===== config.mk =====
export PLATFORM = sky130hd
export DESIGN_NAME = inv_shift_rows
export DESIGN_NICKNAME = d
export VERILOG_FILES = /design/src/rtl/inv_shift_rows_pkg.sv /design/src/rtl/inv_shift_rows_map.sv /design/src/rtl/inv_shift_rows.sv
export SDC_FILE = /design/constraint.sdc
export NUM_CORES = 1
export LEC_CHECK = 0
export CAP_MARGIN = 20
export CORE_MARGIN = 2
export CORE_UTILIZATION = 58
export DETAILED_ROUTE_END_ITERATION = 6
export DONT_BUFFER_PORTS = 1
export GPL_ROUTABILITY_DRIVEN = 0
export HOLD_SLACK_MARGIN = 0.06
export PLACE_DENSITY = 0.74
export RECOVER_POWER = 50
export SLEW_MARGIN = 5
export SYNTH_ARGS = -nofsm -noshare
export SYNTH_HDL_FRONTEND = slang
export SYNTH_HIERARCHICAL = 1
export SYNTH_SLANG_ARGS = --single-unit

===== constraint.sdc =====
create_clock -name clk -period 4.4 [get_ports clk]
set_input_delay 0.88 -clock clk [delete_from_list [all_inputs] [get_ports clk]]
set_output_delay 0.88 -clock clk [all_outputs]
set_load 0.005 [all_outputs]

===== src/rtl/inv_shift_rows_pkg.sv =====
// rtl/inv_shift_rows_pkg.sv - shared AES widths, FSM states and inverse-shift slot function
package inv_shift_rows_pkg;

    localparam int BYTE_W      = 8;
    localparam int STATE_BYTES = 16;
    localparam int STATE_W     = BYTE_W * STATE_BYTES;

    typedef enum logic {
        ST_LOAD = 1'b0,
        ST_FULL = 1'b1
    } state_e;

    // Byte k = 4c+r lands in column (c+r) mod 4 of the same row; the 2-bit add wraps for free.
    function automatic logic [3:0] inv_shift_slot(input logic [3:0] k);
        logic [1:0] r;
        logic [1:0] c;
        logic [1:0] c_new;
        r     = k[1:0];
        c     = k[3:2];
        c_new = c + r;
        return {c_new, r};
    endfunction

endpackage


===== src/rtl/inv_shift_rows_map.sv =====
// rtl/inv_shift_rows_map.sv - combinational byte index to load-buffer slot index
module inv_shift_rows_map
    import inv_shift_rows_pkg::*;
(
    input  logic [3:0] byte_idx,
    output logic [3:0] slot_idx
);

    assign slot_idx = inv_shift_slot(byte_idx);

endmodule


===== src/rtl/inv_shift_rows.sv =====
// rtl/inv_shift_rows.sv - byte-serial AES InvShiftRows with double-buffered 128-bit output
module inv_shift_rows
    import inv_shift_rows_pkg::*;
(
    input  logic                 clk,
    input  logic                 rst,
    input  logic                 abort,
    input  logic                 in_valid,
    input  logic [BYTE_W-1:0]    in_byte,
    output logic                 in_ready,
    output logic                 out_valid,
    output logic [0:STATE_W-1]   out_data,
    input  logic                 out_ready,
    output logic                 done
);

    state_e               state_q, state_d;
    logic [3:0]           cnt_q, cnt_d;
    logic [0:STATE_W-1]   buf_q, buf_d;
    logic [0:STATE_W-1]   out_q, out_d;
    logic                 out_valid_q, out_valid_d;

    logic [3:0]           slot;
    logic [0:STATE_W-1]   buf_wr;
    logic                 accept;
    logic                 take;

    inv_shift_rows_map u_map (
        .byte_idx (cnt_q),
        .slot_idx (slot)
    );

    assign in_ready  = rst & (state_q == ST_LOAD);
    assign accept    = in_valid & in_ready;
    assign take      = out_valid_q & out_ready;
    assign done      = rst & take;
    assign out_valid = out_valid_q;
    assign out_data  = out_q;

    always_comb begin
        state_d     = state_q;
        cnt_d       = cnt_q;
        buf_d       = buf_q;
        out_d       = out_q;
        out_valid_d = out_valid_q;
        buf_wr      = buf_q;
        buf_wr[{slot, 3'b000} +: BYTE_W] = in_byte;

        if (take) begin
            out_valid_d = 1'b0;
        end

        if (abort) begin
            cnt_d   = 4'd0;
            buf_d   = '0;
            state_d = ST_LOAD;
        end else begin
            case (state_q)
                ST_LOAD: begin
                    if (accept) begin
                        cnt_d = cnt_q + 4'd1;
                        buf_d = buf_wr;
                        if (cnt_q == 4'hf) begin
                            // The final byte goes straight through to the output when it is free.
                            if (!out_valid_q || take) begin
                                out_d       = buf_wr;
                                out_valid_d = 1'b1;
                            end else begin
                                state_d = ST_FULL;
                            end
                        end
                    end
                end
                ST_FULL: begin
                    if (take) begin
                        out_d       = buf_q;
                        out_valid_d = 1'b1;
                        state_d     = ST_LOAD;
                    end
                end
                default: state_d = ST_LOAD;
            endcase
        end
    end

    always_ff @(posedge clk) begin
        if (!rst) begin
            state_q     <= ST_LOAD;
            cnt_q       <= 4'd0;
            buf_q       <= '0;
            out_q       <= '0;
            out_valid_q <= 1'b0;
        end else begin
            state_q     <= state_d;
            cnt_q       <= cnt_d;
            buf_q       <= buf_d;
            out_q       <= out_d;
            out_valid_q <= out_valid_d;
        end
    end

endmodule


## Word level (Yosys, flattened, before mapping)

Index checks and enable logic that the tools add are counted.

- Logic and storage cells: 46
- Memory bits (writable): 0
- Output and inout port bits: 131
- Input port bits: 13
- Bits in read-only memories: 0
- Memories: 0
- Bits in latches: 0
- Register bits: 262

- Equality and inequality tests: 5
- $add $sub $neg: 3
- Multiplexer cells: 18
- Bitwise operators: 8
- Reduce and logical (&&, ||, !) cells: 5
- $lt $le $gt $ge: 0
- Multiply operators: 0
- Shift operators: 2
- Divide/modulo/power cells: 0

Operators by type and width:

| kind | number |
|---|---|
| 128-bit two-way mux | 4 |
| 128-bit case mux with 2 select lines | 1 |
| 129-bit by 9-bit variable shift with 128-bit output, first input constant | 1 |
| 129-bit by 9-bit indexed part select with 128-bit output | 1 |
| 128-bit bitwise mux | 1 |
| 1-bit two-way mux | 10 |
| 8-bit negator with 9-bit output | 1 |
| 7-bit NOT with 8-bit output | 1 |
| 2-bit by 1-bit inequality test with 1-bit output, second input constant | 3 |
| 5-bit AND reduction | 1 |
| 4-bit by 1-bit adder with 4-bit output, second input constant | 1 |
| 1-bit bitwise AND | 4 |
| 4-bit == test, second input constant | 1 |
| 1-bit case mux with 2 select lines | 2 |
| 1-bit NOT | 3 |
| 2-bit adder | 1 |
| 2-bit inequality test, second input constant | 1 |
| 2-bit AND reduction | 1 |
| 2-bit OR reduction | 1 |
| 1-bit logical NOT | 1 |
| 1-bit logical OR | 1 |

## Depth between registers and ports, before layout

- Depth in word-level cells: 9
- Gate-level depth with buffers: 9
- Gate-level depth less buffers: 6

## Hierarchy

The synthesis kept the hierarchy.

Modules (own cells, without submodules):

| module | area each (sq um) | times used | cells each | sequential area each (sq um) |
|---|---|---|---|---|
| inv_shift_rows | 11151.9 | 1 | 1090 | 5245.0 |
| inv_shift_rows_map | 51.3 | 1 | 4 | 0.0 |

## Least setup slack after synthesis

No wires, ideal clock.

- Kind: in2out
- Start: input port rst
- End: output port in_ready
- Path buffers: 2
- Path slack: 2060 ps
- Required time: 3520 ps
- Stages on the path: 3
- Data arrival time: 1460 ps
- Path through: buf_4 clkbuf_1 nor2b_1

- Word-level cells in the longest chain between the ends: 1

RTL lines:

| element | RTL line | text |
|---|---|---|
| from (decl) | inv_shift_rows.sv:6 | `input logic rst,` |
| 1-bit bitwise AND | inv_shift_rows.sv:33 | `assign in_ready = rst & (state_q == ST_LOAD);` |
| to (decl) | inv_shift_rows.sv:10 | `output logic in_ready,` |

Every way passes these cells.

## Worst setup path in the final report

- Start: register state_q
- End: register buf_q[105] (netlist bit)

- Word-level cells in the longest chain between the ends: 4

RTL lines:

| element | RTL line | text |
|---|---|---|
| from (decl) | inv_shift_rows.sv:17 | `state_e state_q, state_d;` |
| from (signal assigned) | inv_shift_rows.sv:94 | `state_q <= state_d;` |
| 1-bit NOT (no line) * | -- |  |
| 1-bit bitwise AND | inv_shift_rows.sv:33 |  |
| 1-bit bitwise AND | inv_shift_rows.sv:34 | `assign accept = in_valid & in_ready;` |
| 2-bit AND reduction (no line) * | -- |  |
| to (signal assigned) | inv_shift_rows.sv:96 | `buf_q <= buf_d;` |
| to (decl) | inv_shift_rows.sv:19 | `logic [0:STATE_W-1] buf_q, buf_d;` |

Mark *: on every way between the ends. The rest lies on a longest branch, timed or not.
A chain may end at the register's enable or synchronous reset.

==> reports/metrics.yaml <==
outcome:
  status: "finished, violations left"
  violations: "max-capacitance violations, max-slew violations"
critical_path:
  crit_arrival_ns: 3.97
  worstSetupPathType: "reg2reg"
  cp.required_ns: 4.80
  r2r-start: "state_q"
  cp-startpoint: "state_q"
  worstPathMaxFanout: 14
  worst_setup_path_end_kind: "flop"
  start_kind: "flop"
yosys:
  yosys.area_share.adder_pct: 0.223
  yosysWarnings: 6
  synth.area.mux_share_pct: 22.9
  syn_area_um2: 11200
  synth_top_family_by_area: "multiplexers"
  synthXorXnorAreaFrac_pct: 0.447
  yosysUniqueCellTypes: 39
  synth_area_per_cell_um2: 10.2
  synth_simple_gate_area_share_pct: 9.52
  synth-main-ff-cell: "dfxtp_1"
  async_reset_ff_share_pct: 0
  synth.largest_area_cell: "dfxtp_1"
  synth.most_common_cell: "dfxtp_1"
  ys_seq_area_share_pct: 46.8
  synth_compound_area_share_pct: 14.7
  syn-num-nets: 1109
  ys_ff_latch: 262
  ys_top_cells_by_area: "dfxtp_1 (47%), mux2i_1 (23%), o211ai_1 (8.6%)"
  synth_top_area_share_pct: 46.8
  synthCells: 1094
  synth_common_cells: "dfxtp_1 (262), mux2i_1 (256), nor2_1 (135), o211ai_1 (128), o21ai_1 (120)"
  synth_edf_count: 0
power_and_ir_drop:
  swShare_pct: 20.1
  clkPwrFrac_pct: 46.7
  peakVddDrop_mv: 0.293
  cellLeakagePower_nw: 4.30
  power.switching_mw: 0.924
  p_seq_share_pct: 51.6
  total_power_mw: 4.61
  p_int_mw: 3.68
  pwr_density_cell_nw_per_um2: 391
  combPwrFrac_pct: 1.7
sta:
  finalSetupTns_ns: 0
  min_period_ns: 3.57
  rsz0062_at_grt: "false"
  fin_ws_ns: 0.826
  worst_hold_slack_ns: 0.491
  period_share_pct: 81.2
  finalSetupViolCount: 0
  fin_worst_skew_ns: 0.0117
  slew_violations: 103
  slew_headroom_pct: -18.5
  max_freq_mhz: 280
  worstMarginPinSlew_ns: 1.78
  hold_violations: 0
global_route:
  grt_pass1_vias: 7447
  antenna_found_initial: 0
  grt-ovfl-total: 0
  grtUsageTotal_pct: 24.8
  grt_max_degree: 137
  grt_pass1_wl_mm: 40.6
floorplanning:
  die_area_um2: 20400
  dieHeight_um: 143
  start_util_pct: 59.5
  core-area_um2: 18800
  io_pins: 144
  row_count: 50
  die_width_um: 143
finish:
  fin_nets: 1033
  drive_gt1_share_pct: 6.10
  antenna_cells: 0
  fillCellCount: 1564
  area_delta_synth_final_pct: 5.19
  fin_cells: 1293
worst_hold_path:
  hp-class: "reg2reg"
  hold_start: "buf_q[125]"
detailed_routing:
  dr.pass1.iters: 5
  dr_total_vias: 7709
  drt_wl_total_mm: 25.5
  drc: 0
  wl_per_cell_um: 19.7
  drt-initial-drc-count: 484
  viasPerCell: 5.96
  ant_nets: 0
placement:
  dp_hpwl_mm: 14.8
  place_inst: 1249
  port_buffers: 0
  dp_slack_ns: 1.28
clock_network:
  numCtsBuffers: 27
  clockRootBuffer: "clkbuf_16"
  cts_tree: "done"
  clock_path_buffers: 3
  clock-sinks: 262
  cts.repair.resized: 0
  path_clk_slew_ns: 0.06
  cts_setup_buffers: 0
  clk_latency_ns: 0.52
  cts_hold_buf: 0
  htreeDepth: 1
job:
  drv_cap: 3
==> final timing paths <==
path,cells after the start,to,slack [ns]
max,5,buf_q[105],0.83
min,2,buf_q[125],0.49
max reg2reg,5,buf_q[105],0.83
min reg2reg,2,buf_q[125],0.49
==> power by group through the flow <==
| stage | combinational [mW] | clock, mW | sequential (mW) |
|---|---|---|---|
| 2_1_floorplan | 0.110 | 0 | 2.43 |
| 3_3_place_gp | 0.0758 | 0 | 2.43 |
| 3_5_place_dp | 0.0783 | 0 | 2.43 |
| 4_1_cts | 0.0789 | 2.19 | 2.38 |
| 5_1_grt | 0.0827 | 2.30 | 2.38 |
| 6_report | 0.0765 | 2.15 | 2.38 |
==> kinds of logic after synthesis <==
family / after synthesis
AO/OA/AOI/OAI: 262
XOR/XNOR: 4
adder cells (fa/ha/maj): 2
buffers and inverters: 116
flip-flops: 262
multiplexers: 256
AND/OR/NAND/NOR: 192
==> critical path: stages (launching register included) <==
cell      delay (ns)
dfxtp_1         0.45
clkbuf_1        0.33
nand3b_1        0.87
nor3_1          1.44
mux2i_1         0.29
nor2_1          0.06
==> through the flow <==
stage,instance area [um^2],util [%]
finish,11800,62.6
global placement,11000,58.5
floorplan,11200,-
detailed placement,11000,58.6
CTS,11900,63.0
global route,11800,62.6
==> per-layer routing <==
layer	GRT usage, %	part of all wire (%)	routed length [um]
met1	33.5	45	11400
met2	40.3	46	11800
met3	6.57	7.7	1970
met4	5.00	1.1	293
met5	0	0	0
==> registers in the layout, summed over array words and instances (netlist names) <==
| name | flops |
|---|---|
| out_valid | 1 |
| buf_q | 128 |
| cnt_q | 4 |
| state_q | 1 |
| out_data | 128 |
==> cells in the final DEF, fill, tap and decap left out, types with 2 or more instances in the layout <==
master | Yosys | final
o211ai_1 | 128 | 128
mux2i_1 | 256 | 256
nand2_1 | 12 | 12
nor4_4 | 2 | 2
clkbuf_8 | 0 | 6
clkbuf_16 | 0 | 27
buf_4 | 10 | 6
xor2_1 | 2 | 2
clkbuf_2 | 1 | 2
o21ai_0 | 8 | 17
ha_1 | 2 | 2
nor3_4 | 14 | 11
nor3_1 | 1 | 4
nor3b_2 | 2 | 2
o21ai_1 | 120 | 111
dfxtp_1 | 262 | 262
nand2b_1 | 5 | 4
nor2b_1 | 5 | 5
clkbuf_1 | 74 | 11
nor2_1 | 135 | 135
nand3_1 | 0 | 3
or4_1 | 3 | 3
nand2_4 | 2 | 2
a21oi_1 | 3 | 3
==> area by class of cell <==
cell class	count	area (um^2)	area share (%)
multi-input cells	716	5300	45.0
flip-flops and latches	262	5250	44.5
clock buffers	43	796	6.75
well taps	260	325	2.76
repair buffers	10	86.3	0.733
clock inverters	1	30.0	0.255
inverters	1	3.75	0.0319
Power figures use the tool's default switching activity.
